==> config.mk <==
export PLATFORM = sky130hd
export DESIGN_NAME = seg_scan_mux
export DESIGN_NICKNAME = d
export VERILOG_FILES = /design/src/rtl/seg_scan_mux.sv
export SDC_FILE = /design/constraint.sdc
export NUM_CORES = 1
export LEC_CHECK = 0
export BUFFER_PORTS_ARGS = -buffer_cell sky130_fd_sc_hd__buf_4
export CAP_MARGIN = 10
export CORE_MARGIN = 2
export CORE_UTILIZATION = 44
export DETAILED_ROUTE_END_ITERATION = 6
export GPL_ROUTABILITY_DRIVEN = 1
export HOLD_SLACK_MARGIN = 0.08
export PLACE_DENSITY = 0.82
export SETUP_SLACK_MARGIN = 0.4
export SYNTH_ARGS = -nofsm -noshare
export SYNTH_HDL_FRONTEND = slang
export SYNTH_SLANG_ARGS = --single-unit
==> constraint.sdc <==
create_clock -name clk_div -period 4.12 [get_ports clk_div]
set_clock_uncertainty 0.1 [all_clocks]
set_input_delay 0.412 -clock clk_div [delete_from_list [all_inputs] [get_ports clk_div]]
set_output_delay 0.412 -clock clk_div [all_outputs]
set_load 0.05 [all_outputs]
==> src/rtl/seg_scan_mux.sv <==
// seg_scan_mux: registered time-multiplexed scanner for a common-pin multi-digit 7-segment display.
// Build option SEG_SCAN_SKIP_EN: disabled digits are skipped instead of occupying blank slots.
module seg_scan_mux #(
    parameter int NUM_DIGITS   = 4,
    parameter int SCAN_DIV     = 4,
    parameter int BLANK_CYCLES = 1
) (
    input  logic                    clk_div,
    input  logic                    rst_n,
    input  logic [7*NUM_DIGITS-1:0] seg_data,
    input  logic [NUM_DIGITS-1:0]   dig_en,
    output logic [6:0]              seg,
    output logic [NUM_DIGITS-1:0]   dig,
    output logic                    frame_tick
);
    localparam int IDX_W = (NUM_DIGITS > 1) ? $clog2(NUM_DIGITS) : 1;
    localparam int CNT_W = (SCAN_DIV > 1) ? $clog2(SCAN_DIV) : 1;
    localparam logic [IDX_W-1:0] IDX_LAST  = IDX_W'(NUM_DIGITS - 1);
    localparam logic [CNT_W-1:0] CNT_LAST  = CNT_W'(SCAN_DIV - 1);
    localparam logic [CNT_W-1:0] BLANK_END = CNT_W'(BLANK_CYCLES);

    logic [CNT_W-1:0]      div_cnt_q, div_cnt_d;
    logic [IDX_W-1:0]      idx_q, idx_d;
    logic [6:0]            seg_q, seg_d;
    logic [NUM_DIGITS-1:0] dig_q, dig_d;
    logic                  frame_tick_q, frame_tick_d;
    logic [6:0]            seg_arr [NUM_DIGITS];
    logic                  lit;
    logic                  slot_end;

    for (genvar gi = 0; gi < NUM_DIGITS; gi++) begin : g_seg_split
        assign seg_arr[gi] = seg_data[7*gi +: 7];
    end

`ifdef SEG_SCAN_SKIP_EN
    // cand[gi] is the digit gi+1 positions after idx, circularly; idx itself comes last.
    logic [IDX_W-1:0] cand [NUM_DIGITS];
    logic [IDX_W-1:0] skip_idx;
    logic             skip_found;

    for (genvar gi = 0; gi < NUM_DIGITS; gi++) begin : g_cand
        logic [IDX_W:0] sum;
        assign sum      = {1'b0, idx_q} + (IDX_W+1)'(gi + 1);
        assign cand[gi] = (sum > {1'b0, IDX_LAST}) ? IDX_W'(sum - (IDX_W+1)'(NUM_DIGITS))
                                                   : sum[IDX_W-1:0];
    end

    always_comb begin
        skip_idx   = '0;
        skip_found = 1'b0;
        for (int k = NUM_DIGITS - 1; k >= 0; k--) begin
            if (dig_en[cand[k]]) begin
                skip_idx   = cand[k];
                skip_found = 1'b1;
            end
        end
    end
`endif

    always_comb begin
        slot_end     = (div_cnt_q == CNT_LAST);
        lit          = dig_en[idx_q] && (div_cnt_q >= BLANK_END);
        div_cnt_d    = slot_end ? '0 : div_cnt_q + CNT_W'(1);
        idx_d        = idx_q;
        frame_tick_d = 1'b0;
        dig_d        = '1;
        seg_d        = 7'h7F;
        if (lit) begin
            dig_d[idx_q] = 1'b0;
            seg_d        = ~seg_arr[idx_q];
        end
        if (slot_end) begin
`ifdef SEG_SCAN_SKIP_EN
            // With nothing enabled the scanner parks on digit 0 and never signals a frame.
            idx_d        = skip_found ? skip_idx : '0;
            frame_tick_d = skip_found && (skip_idx <= idx_q);
`else
            idx_d        = (idx_q == IDX_LAST) ? '0 : idx_q + IDX_W'(1);
            frame_tick_d = (idx_q == IDX_LAST);
`endif
        end
    end

    always_ff @(posedge clk_div) begin
        if (!rst_n) begin
            div_cnt_q    <= '0;
            idx_q        <= '0;
            dig_q        <= '1;
            seg_q        <= 7'h7F;
            frame_tick_q <= 1'b0;
        end else begin
            div_cnt_q    <= div_cnt_d;
            idx_q        <= idx_d;
            dig_q        <= dig_d;
            seg_q        <= seg_d;
            frame_tick_q <= frame_tick_d;
        end
    end

    assign seg        = seg_q;
    assign dig        = dig_q;
    assign frame_tick = frame_tick_q;
endmodule

==> reports/metrics.cfg, run 1 <==
[worst_setup_path]
crit_path_top_delay_cell = dfxtp_1
slowest_delay_ns = 0.75
worstReg2RegEnd = dig[2]$_SDFF_PN1_
end_kind = flop
worst-setup-path-type = reg -> reg
r2r-start = idx_q[0]$_SDFFE_PN0N_
required_ns = 4.18
startpoint = idx_q[0]$_SDFFE_PN0N_
start_kind = flop
crit_arrival_ns = 1.78
ff2ff_path_depth = 3
crit_chain = mux2i_1, o22ai_2, nand2_1
r2r_slack_ns = 2.40
crit_fanout = 13

[timing]
drv_slew = 0
setup_viol = 0
hold_violations = 0
period_minus_slack_ns = 1.717
finalSetupTns_ns = 0
worst_pin_slew_ns = 0.6575
fin_hold_ws_ns = 0.2703
maxSlewHeadroom = 0.5610
max_freq_mhz = 582.5
rsz0062_at_grt = no
finalCritPeriodShare = 0.4167

[outcome]
status = finished clean

[hold_path]
hp-class = in -> reg
hold_path_depth = 2
min_to = idx_q[0]$_SDFFE_PN0N_
hp-start = rst_n

[floorplanning]
row_count = 14
floorplan.initialDensity = 0.4797
dieArea_sq_um = 2025
die_h_microns = 45.00
core-area_sq_um = 1541
io_pins = 46
die_w_microns = 45.00

[clocking]
cts.reportedPaths.clkPinSlew_ns = 0.09
cts.path.max_buffers = 2
clockRootBuffer = clkbuf_4
cts_sinks = 16
worstSkewPairLatency_ns = 0.28
numCtsBuffers = 3
cts_tree = built
ctsHoldBuffers = 0
h-tree-depth = 1
cts_setup_buffers = 0
cts-resized-gates = 0

[final_layout]
final_nets = 147
regArea_sq_um = 320.3
layout_common_cells = 45 x buf_4, 16 x dfxtp_1, 11 x nand2_1
instances_no_fill = 122
multiInputGateArea_sq_um = 380.4
drive_gt1_frac = 0.5377
areaGrowthSynthToFinish_pct = 50.08
fillers = 127
final_common_cell = buf_4
antennaDiodeCount = 0

[synth]
synth-xor-area-share = 0
yosysSeqAreaShare = 0.4332
yosys_warnings = 0
synth_fa_ha_area_frac = 0.1015
syn_avg_cell_area_sq_um = 12.32
synth_fp_nets = 100
synth-simple-area-share = 0.1320
synth_top_family_by_area = multiplexers
synth_cell_types = 18
netlist_area_sq_um = 739.5
synth_compound_area_frac = 0.02707
synth_cells = 60
synth_seq_cells = 16
synthMuxAreaShare = 0.2538

[routing]
drc = 0
drt_iter0_markers = 2
postRouteAntennaNets = 0
wl_microns = 1578
via_per_inst = 4.934
drt_first_pass_iters = 2
vias = 602
routedWlPerCell_microns = 12.93

[global_routing]
globalRouteTotalUtil = 0.1713
grt-ovfl-total = 0
grt_max_degree = 14
antenna_found_initial = 0
first_global_vias = 574
grt_pass1_wl_microns = 2442

[placed_design]
hpwl_microns = 1303
gp_congestion = 0.7011
io_buffers = 45
placedCellCount = 118

[power]
cellLeakagePower_nw = 0.4917
power.density_nw_per_um2 = 310.4
ir_drop_v = 0.0003478

[run]
max_cap_violations = 0

worst max-delay path: cells and delay by family (launching register included):
| kind | cells | cell delay, ns |
|---|---|---|
| AND/OR/NAND/NOR | 1 | 0.11 |
| multiplexers | 1 | 0.23 |
| AO/OA/AOI/OAI | 1 | 0.41 |
| flip-flops | 1 | 0.75 |
state kept, by name (all words and copies together) (netlist names):
signal,cells
dig,4
seg,7
frame_tick,1
idx_q,2
div_cnt_q,2
synth_stat cells:
| cell | count | area share |
|---|---|---|
| ha_1 | 6 | 0.10 |
| dfxtp_1 | 16 | 0.43 |
| buf_2 | 1 | 0.0068 |
| o21a_1 | 1 | 0.010 |
| and3b_1 | 1 | 0.012 |
| buf_6 | 1 | 0.015 |
| nor3b_1 | 2 | 0.020 |
| mux4_2 | 7 | 0.21 |
| nor2_1 | 1 | 0.0051 |
| nand3b_1 | 1 | 0.010 |
| or3b_1 | 1 | 0.012 |
| o22ai_2 | 1 | 0.017 |
| mux2i_1 | 3 | 0.041 |
| nand2_1 | 11 | 0.056 |
| inv_1 | 4 | 0.020 |
| buf_4 | 1 | 0.010 |
| nor2b_1 | 1 | 0.0085 |
| and3_1 | 1 | 0.0085 |
logic make-up after synthesis:
logic type,count (synthesis)
muxes,10
buffers and inverters,7
adders and majority gates,6
DFF,16
AOI/OAI and AO/OA,2
and+or+nand+nor,19
routing by layer:
layer | routed length (microns) | global-route usage | vias to the layer above
met2 | 862 | 0.3200 | 23
li1 | - | - | 302
met4 | 0 | 0.03529 | 0
met1 | 587 | 0.1813 | 277
met3 | 129 | 0.06400 | 0
met5 | 0 | 0 | -
power by group:
part,internal (mW),switching (mW)
Combinational,0.0432,0.0325
Sequential,0.162,0.00669
Clock,0.0538,0.0461
through the flow:
step | cell area, sq um | utilization | power, mW | setup slack, ns
detailed placement | 1074 | 0.6964 | 0.2490 | 2.395
global route | 1110 | 0.7200 | 0.3626 | 2.254
CTS | 1110 | 0.7200 | 0.3484 | 2.360
floorplan | 739.5 | - | 0.2160 | 2.693
global placement | 1074 | 0.6964 | 0.2471 | 2.443
finish | 1110 | 0.7200 | 0.3445 | 2.403
worst max path at each step:
| stage | to | cells after the start |
|---|---|---|
| after floorplan | dig[1]$_SDFF_PN1_ | 6 |
| after CTS | dig[2]$_SDFF_PN1_ | 3 |
| after detailed placement | dig[2]$_SDFF_PN1_ | 3 |
| after global routing | dig[0]$_SDFF_PN1_ | 3 |
| after global placement | dig[3]$_SDFF_PN1_ | 3 |
| final | dig[2]$_SDFF_PN1_ | 3 |
final cells by class:
class / count / area share
Multi-Input combinational cell: 37 / 0.3427
Timing Repair Buffer: 45 / 0.3044
Sequential cell: 16 / 0.2886
Clock buffer: 4 / 0.03269
Tap cell: 16 / 0.01804
Inverter: 4 / 0.01353
Power figures use the tool's default switching activity.
==> inputs of run 2 (changes only) <==
--- a/config.mk
+++ b/config.mk
@@ -8,11 +8,11 @@
 export BUFFER_PORTS_ARGS = -buffer_cell sky130_fd_sc_hd__buf_4
 export CAP_MARGIN = 10
 export CORE_MARGIN = 2
-export CORE_UTILIZATION = 44
+export CORE_UTILIZATION = 41
 export DETAILED_ROUTE_END_ITERATION = 6
 export GPL_ROUTABILITY_DRIVEN = 1
 export HOLD_SLACK_MARGIN = 0.08
-export PLACE_DENSITY = 0.82
+export PLACE_DENSITY = 0.77
 export SETUP_SLACK_MARGIN = 0.4
 export SYNTH_ARGS = -nofsm -noshare
 export SYNTH_HDL_FRONTEND = slang
==> constraint.sdc (replaced) <==
create_clock -name clk_div -period 1.7 [get_ports clk_div]
set_clock_uncertainty 0.1 [all_clocks]
set_input_delay 0.17 -clock clk_div [delete_from_list [all_inputs] [get_ports clk_div]]
set_output_delay 0.17 -clock clk_div [all_outputs]
set_load 0.05 [all_outputs]
==> run 2 against run 1 <==
Against the previous run:
- power grew to 2.6 times the previous value
- utilization is 0.42 points lower
- worst setup slack worse by 2.1 ns
- critical path type unchanged
- global-route usage is 0.19 points higher
- maximum frequency is 21% higher
- cell count is 12% higher
- wire length is 10% higher
==> reports/metrics.cfg, run 2 (same netlist as run 1, synthesis figures left out) <==
[worst_setup_path]
crit_fanout = 6  ; -7
required_ns = 1.76  ; -2.42 ns
ff2ff_path_depth = 5  ; +2
worst-setup-path-type = reg -> reg
start_kind = flop
crit_arrival_ns = 1.48  ; -0.30 ns
end_kind = flop

[clocking]
h-tree-depth = 1  ; unchanged
cts_tree = built
cts.reportedPaths.clkPinSlew_ns = 0.10  ; about the same
worstSkewPairLatency_ns = 0.28  ; about the same
cts.path.max_buffers = 2  ; unchanged
clockRootBuffer = clkbuf_4
cts_sinks = 16  ; unchanged
numCtsBuffers = 3  ; unchanged

[floorplanning]
die_w_microns = 46.47  ; +3.3%
die_h_microns = 46.47  ; +3.3%
row_count = 15  ; +1
floorplan.initialDensity = 0.4330  ; -0.04674
core-area_sq_um = 1708  ; +11%
io_pins = 46  ; unchanged
dieArea_sq_um = 2159  ; +6.7%

[outcome]
status = finished clean

[global_routing]
grt_max_degree = 14  ; unchanged
grt_use_met1 = 0.2311  ; +0.04980
grt_util_met2 = 0.2417  ; -0.07833
first_global_vias = 532  ; -7.3%
antenna_found_initial = 0  ; unchanged
grt_util_met3 = 0.07059  ; +0.006588
grt_pass1_wl_microns = 2490  ; +2.0%
globalRouteTotalUtil = 0.1731  ; +0.001855
grt-ovfl-total = 0  ; unchanged
grt-busiest-layer = met2

[run]
max_cap_violations = 0  ; unchanged

[placed_design]
gp_congestion = 0.7181  ; +2.4%
placed_cell_area_sq_um = 1115  ; +3.8%
hpwl_microns = 1336  ; +2.5%
io_buffers = 45  ; unchanged

[final_layout]
final_nets = 153  ; +4.1%
areaGrowthSynthToFinish_pct = 65.31
antennaDiodeCount = 0  ; unchanged
drive_gt1_frac = 0.6429  ; +0.1051
final_common_cell = buf_4
final_area_sq_um = 1222  ; +10%
layout_common_cells = 48 x buf_4, 12 x dfxtp_1, 11 x nand2_1
largest_reg_flops = 7  ; unchanged

[timing]
period_minus_slack_ns = 1.415  ; -0.3016 ns
worst_pin_slew_ns = 0.3527  ; -0.3048 ns
finalSetupTns_ns = 0  ; unchanged
rsz0062_at_grt = yes
hold_violations = 0  ; unchanged
finalCritPeriodShare = 0.8325  ; +0.4158
maxSlewHeadroom = 0.7602  ; +0.1992
drv_slew = 0  ; unchanged
setup_viol = 0  ; unchanged
max_freq_mhz = 706.6  ; +21%

[power]
power.density_nw_per_um2 = 721.6  ; +130%
cellLeakagePower_nw = 0.5256  ; +6.9%
ir_drop_v = 0.0005324  ; +53%

[routing]
postRouteAntennaNets = 0  ; unchanged
drt_iter0_markers = 9  ; +7
drc = 0  ; unchanged
drt_first_pass_iters = 3  ; +1
via_per_inst = 4.642  ; -5.9%
wl_microns = 1740  ; +10%
vias = 636  ; +5.6%
routedWlPerCell_microns = 12.70  ; -1.8%

[hold_path]
hold_path_depth = 3  ; +1
hp-class = in -> reg

run 2: timing repair:
item	CTS	global route
gates cloned	1	0
pin swaps	6	2
resized for setup	6	3
setup endpoints to repair	13	12
setup buffers	1	1
endpoints found under the hold margin	5	0
hold buffers	1	0
run 2: metal layers:
| layer | share of wire | vias to the layer above |
|---|---|---|
| met5 | 0 | - |
| met4 | 0.016 | 0 |
| met3 | 0.047 | 4 |
| met2 | 0.52 | 17 |
| met1 | 0.42 | 300 |
| li1 | - | 315 |
run 2: path summary, 6_finish.rpt:
check,slack [ns],to,startpoint
setup / recovery,0.28,seg[2]$_SDFF_PN1_,div_cnt_q[1]$_SDFF_PP0_
hold / removal,0.18,seg[4]$_SDFF_PN1_,seg_data[25]
setup reg to reg,0.28,seg[2]$_SDFF_PN1_,div_cnt_q[1]$_SDFF_PP0_
hold reg to reg,0.41,div_cnt_q[0]$_SDFF_PP0_,div_cnt_q[0]$_SDFF_PP0_
run 2: critical path, cell delays in order (launching register included):
cell     delay [ns]
dfxtp_2        0.35
inv_2          0.04
ha_4           0.14
or3b_4         0.41
o22ai_4        0.17
nand2_1        0.08
run 2: per-stage QoR:
| step | total power [mW] | setup slack [ns] | cells | hold slack [ns] | utilization |
|---|---|---|---|---|---|
| 6_report | 0.8821 | 0.2848 | 137 | 0.1753 | 0.7158 |
| 3_5_place_dp | 0.6174 | 0.1281 | 129 | 0.3249 | 0.6527 |
| 3_3_place_gp | 0.6138 | 0.1505 | 129 | 0.3153 | 0.6527 |
| 4_1_cts | 0.8824 | 0.2779 | 136 | 0.1687 | 0.7070 |
| 5_1_grt | 0.9324 | 0.2017 | 137 | 0.1652 | 0.7158 |
| 2_1_floorplan | 0.5312 | 0.2852 | 60 | 0.1875 | - |
run 2: layout make-up:
cell class | count | area [sq um]
inverters | 4 | 15.01
flip-flops and latches | 16 | 327.8
repair buffers | 50 | 381.6
fillers | 136 | 485.5
clock buffers | 4 | 36.28
well taps | 25 | 31.28
multi-input cells | 38 | 430.4
run 2: report_power, final:
part | switching (mW) | internal, mW | leakage [nW] | total (mW)
Sequential | 0.00848 | 0.393 | 0.132 | 0.402
Clock | 0.113 | 0.130 | 0.0210 | 0.243
Combinational | 0.106 | 0.132 | 0.372 | 0.237
Total | 0.227 | 0.655 | 0.526 | 0.882
==> inputs of run 3 (changes only) <==
--- a/config.mk
+++ b/config.mk
@@ -5,14 +5,15 @@
 export SDC_FILE = /design/constraint.sdc
 export NUM_CORES = 1
 export LEC_CHECK = 0
+export ABC_AREA = 1
 export BUFFER_PORTS_ARGS = -buffer_cell sky130_fd_sc_hd__buf_4
 export CAP_MARGIN = 10
 export CORE_MARGIN = 2
-export CORE_UTILIZATION = 41
+export CORE_UTILIZATION = 39
 export DETAILED_ROUTE_END_ITERATION = 6
 export GPL_ROUTABILITY_DRIVEN = 1
 export HOLD_SLACK_MARGIN = 0.08
-export PLACE_DENSITY = 0.77
+export PLACE_DENSITY = 0.74
 export SETUP_SLACK_MARGIN = 0.4
 export SYNTH_ARGS = -nofsm -noshare
 export SYNTH_HDL_FRONTEND = slang
==> constraint.sdc (replaced) <==
create_clock -name clk_div -period 1.3 [get_ports clk_div]
set_clock_uncertainty 0.1 [all_clocks]
set_input_delay 0.13 -clock clk_div [delete_from_list [all_inputs] [get_ports clk_div]]
set_output_delay 0.13 -clock clk_div [all_outputs]
set_load 0.05 [all_outputs]
==> run 3 against run 2 <==
Against the previous run:
- maximum frequency grew 19%
- via count up 46%
- highest routed layer unchanged
- first-iteration DRC count shrank 33%
- critical endpoint is now seg[0]$_SDFF_PN1_
- register-to-register slack got worse by 0.17 ns
- utilization fell by 2.5 points
- global-route usage increased by 2.3 points
==> reports/metrics.cfg, run 3 <==
[final_layout]
regArea_sq_um = 345.3  ; +5.3%
multiInputGateArea_sq_um = 560.5  ; +30%
layout_common_cells = 37 x buf_4, 30 x nor2_1, 25 x nand2_1
final_area_sq_um = 1499  ; +23%
drive_gt1_frac = 0.5549  ; -0.08794
final_common_cell = buf_4
fillers = 175  ; +29%
final_nets = 214  ; +40%
largest_reg_flops = 7  ; unchanged
instances_no_fill = 201  ; +47%
areaGrowthSynthToFinish_pct = 71.88
antennaDiodeCount = 0  ; unchanged

[worst_setup_path]
crit_arrival_ns = 1.26  ; -0.22 ns
crit_top_cell = nor2_4
crit_chain = inv_2, ha_4, nor2_4, nand2_4, nor2_4, nand2_1
end_kind = flop
required_ns = 1.37  ; -0.39 ns
crit_path_top_delay_cell = dfxtp_2
start_kind = flop
worst-setup-path-type = reg -> reg
crit_fanout = 5  ; -1
slowest_delay_ns = 0.36  ; -0.05 ns

[routing]
drt_iter0_markers = 6  ; -3
via_per_inst = 4.607  ; -0.76%
drt_first_pass_iters = 4  ; +1
postRouteAntennaNets = 0  ; unchanged
routedWlPerCell_microns = 11.63  ; -8.5%
drc = 0  ; unchanged
wl_microns = 2337  ; +34%
vias = 926  ; +46%

[timing]
hold_violations = 0  ; unchanged
max_freq_mhz = 841.0  ; +19%
finalSetupTns_ns = 0  ; unchanged
worst_pin_slew_ns = 0.1859  ; -0.1669 ns
finalCritPeriodShare = 0.9147  ; +0.08218
maxSlewHeadroom = 0.8758  ; +0.1156
drv_slew = 0  ; unchanged
rsz0062_at_grt = yes
period_minus_slack_ns = 1.189  ; -0.2262 ns
setup_viol = 0  ; unchanged

[clocking]
worstSkewPairLatency_ns = 0.28  ; about the same
clockRootBuffer = clkbuf_4
cts_tree = built
cts_sinks = 16  ; unchanged
h-tree-depth = 1  ; unchanged
numCtsBuffers = 3  ; unchanged
cts.reportedPaths.clkPinSlew_ns = 0.09  ; about the same
cts.path.max_buffers = 2  ; unchanged

[global_routing]
antenna_found_initial = 0  ; unchanged
grt-ovfl-total = 0  ; unchanged
globalRouteTotalUtil = 0.1962  ; +0.02305
first_global_vias = 940  ; +77%
grt_max_degree = 20  ; +6
grt_pass1_wl_microns = 3870  ; +55%

[hold_path]
hp-class = in -> reg

[placed_design]
io_buffers = 45  ; unchanged
placed_cell_area_sq_um = 1247  ; +12%
hpwl_microns = 1681  ; +26%
gp_congestion = 0.7557  ; +5.2%
placedCellCount = 192  ; +49%

[synth]
synth_compound_area_frac = 0.05308  ; +0.02601
synth-simple-area-share = 0.3917  ; +0.2597
yosys.area.top_type_share = 0.3673  ; -0.06588
syn_avg_cell_area_sq_um = 7.207  ; -42%
yosysMostFrequentCell = nor2_1
yosys_warnings = 0  ; unchanged
yosys-top-cells-count = 33 x nor2_1, 26 x nand2_1, 16 x dfxtp_1
netlist_area_sq_um = 872.1  ; +18%
synth_edf_count = 0  ; unchanged
synth_fa_ha_area_frac = 0.08608  ; -0.01544
synth_seq_cells = 16  ; unchanged
ys.flop_type = dfxtp_1
synth_top_area_cell = dfxtp_1
synth_area_leaders = dfxtp_1 37%, nor2_1 14%, nand2_1 11%, ha_1 8.6%, or2_1 5.0%
synth-xor-area-share = 0  ; unchanged
synthMuxAreaShare = 0  ; -0.2538
synth_top_family_by_area = simple AND/OR/NAND/NOR gates
synth_fp_nets = 161  ; +61%
synth_cells = 121  ; +100%
synth-async-reset-ratio = 0  ; unchanged
yosysSeqAreaShare = 0.3673  ; -0.06588
synth_cell_types = 17  ; -1

[floorplanning]
core-area_sq_um = 2170  ; +27%
die_h_microns = 51.29  ; +10%
dieArea_sq_um = 2630  ; +22%
die_w_microns = 51.29  ; +10%
io_pins = 46  ; unchanged
row_count = 17  ; +2
floorplan.initialDensity = 0.4020  ; -0.03101

[run]
max_cap_violations = 0  ; unchanged

[power]
cellLeakagePower_nw = 0.6977  ; +33%
power.density_nw_per_um2 = 828.2  ; +15%
ir_drop_v = 0.0006124  ; +15%

[outcome]
status = finished clean

-- run 3: cell types whose count changed after synthesis, sizes merged, moves of 2 or more --
| cell | delta |
|---|---|
| or2 | +8 |
| nor3b | -2 |
| inv | +4 |
| o21ai | +8 |
| mux2i | -3 |
| nand2 | +21 |
| nand3 | +2 |
| mux4 | -7 |
| buf | +2 |
| nor2 | +34 |
-- run 3: area by class of cell --
| type | instances | share of cell area |
|---|---|---|
| Clock buffer | 4 | 0.02421 |
| Inverter | 8 | 0.02838 |
| Multi-Input combinational cell | 93 | 0.3740 |
| Sequential cell | 16 | 0.2304 |
| Tap cell | 28 | 0.02337 |
| Timing Repair Buffer | 52 | 0.3197 |
-- run 3: critical path, delay by kind of cell (launching register included) --
kind / cells / cell delay (ns)
flip-flops: 1 / 0.36
buffers and inverters: 1 / 0.05
adder cells (fa/ha/maj): 1 / 0.15
AND/OR/NAND/NOR: 4 / 0.43
-- run 3: cells by family (layout without fill, tap and decap cells) --
kind of cell	Yosys count	count (layout)
buffers and inverters	13	64
flip-flops	16	16
AND/OR/NAND/NOR	77	78
AO/OA/AOI/OAI	9	9
adder cells (fa/ha/maj)	6	6
-- run 3: per-stage QoR --
stage | setup slack, ns | utilization | power (mW) | hold slack (ns)
floorplan | 0.1408 | - | 0.7366 | 0.1634
global placement | 0.07136 | 0.5750 | 0.8423 | 0.2878
detailed placement | 0.01483 | 0.5750 | 0.8549 | 0.2972
CTS | 0.1062 | 0.6638 | 1.220 | 0.006397
global route | 0.05290 | 0.6909 | 1.315 | 0.01211
finish | 0.1109 | 0.6909 | 1.241 | 0.01329
-- run 3: metal layers --
metal	vias up	part of all wire	global-route usage
met1	422	0.40	0.2192
met2	29	0.55	0.3831
met4	0	0.0060	0.05263
li1	471	-	-
met5	-	0	0
met3	4	0.043	0.02632
-- run 3: what timing repair did --
item                       CTS  global route
hold endpoints to repair     9             9
cloned                       1             0
resized for setup           41            14
setup buffers                3             0
setup endpoints to repair   28            28
pin swaps                    6            14
-- run 3: worst paths after layout --
path	slack [ns]	end	startpoint	cells after the start
worst max-delay path	0.11	seg[0]$_SDFF_PN1_	div_cnt_q[0]$_SDFF_PP0_	6
worst min-delay path	0.01	seg[1]$_SDFF_PN1_	seg_data[22]	4
worst max register to register	0.11	seg[0]$_SDFF_PN1_	div_cnt_q[0]$_SDFF_PP0_	6
worst min register to register	0.33	div_cnt_q[0]$_SDFF_PP0_	div_cnt_q[0]$_SDFF_PP0_	1
-- run 3: where the power goes --
group / switching [mW] / internal (mW) / total [mW]
Clock: 0.148 / 0.170 / 0.318
Sequential: 0.0233 / 0.518 / 0.541
Combinational: 0.189 / 0.193 / 0.383
Total: 0.360 / 0.881 / 1.24
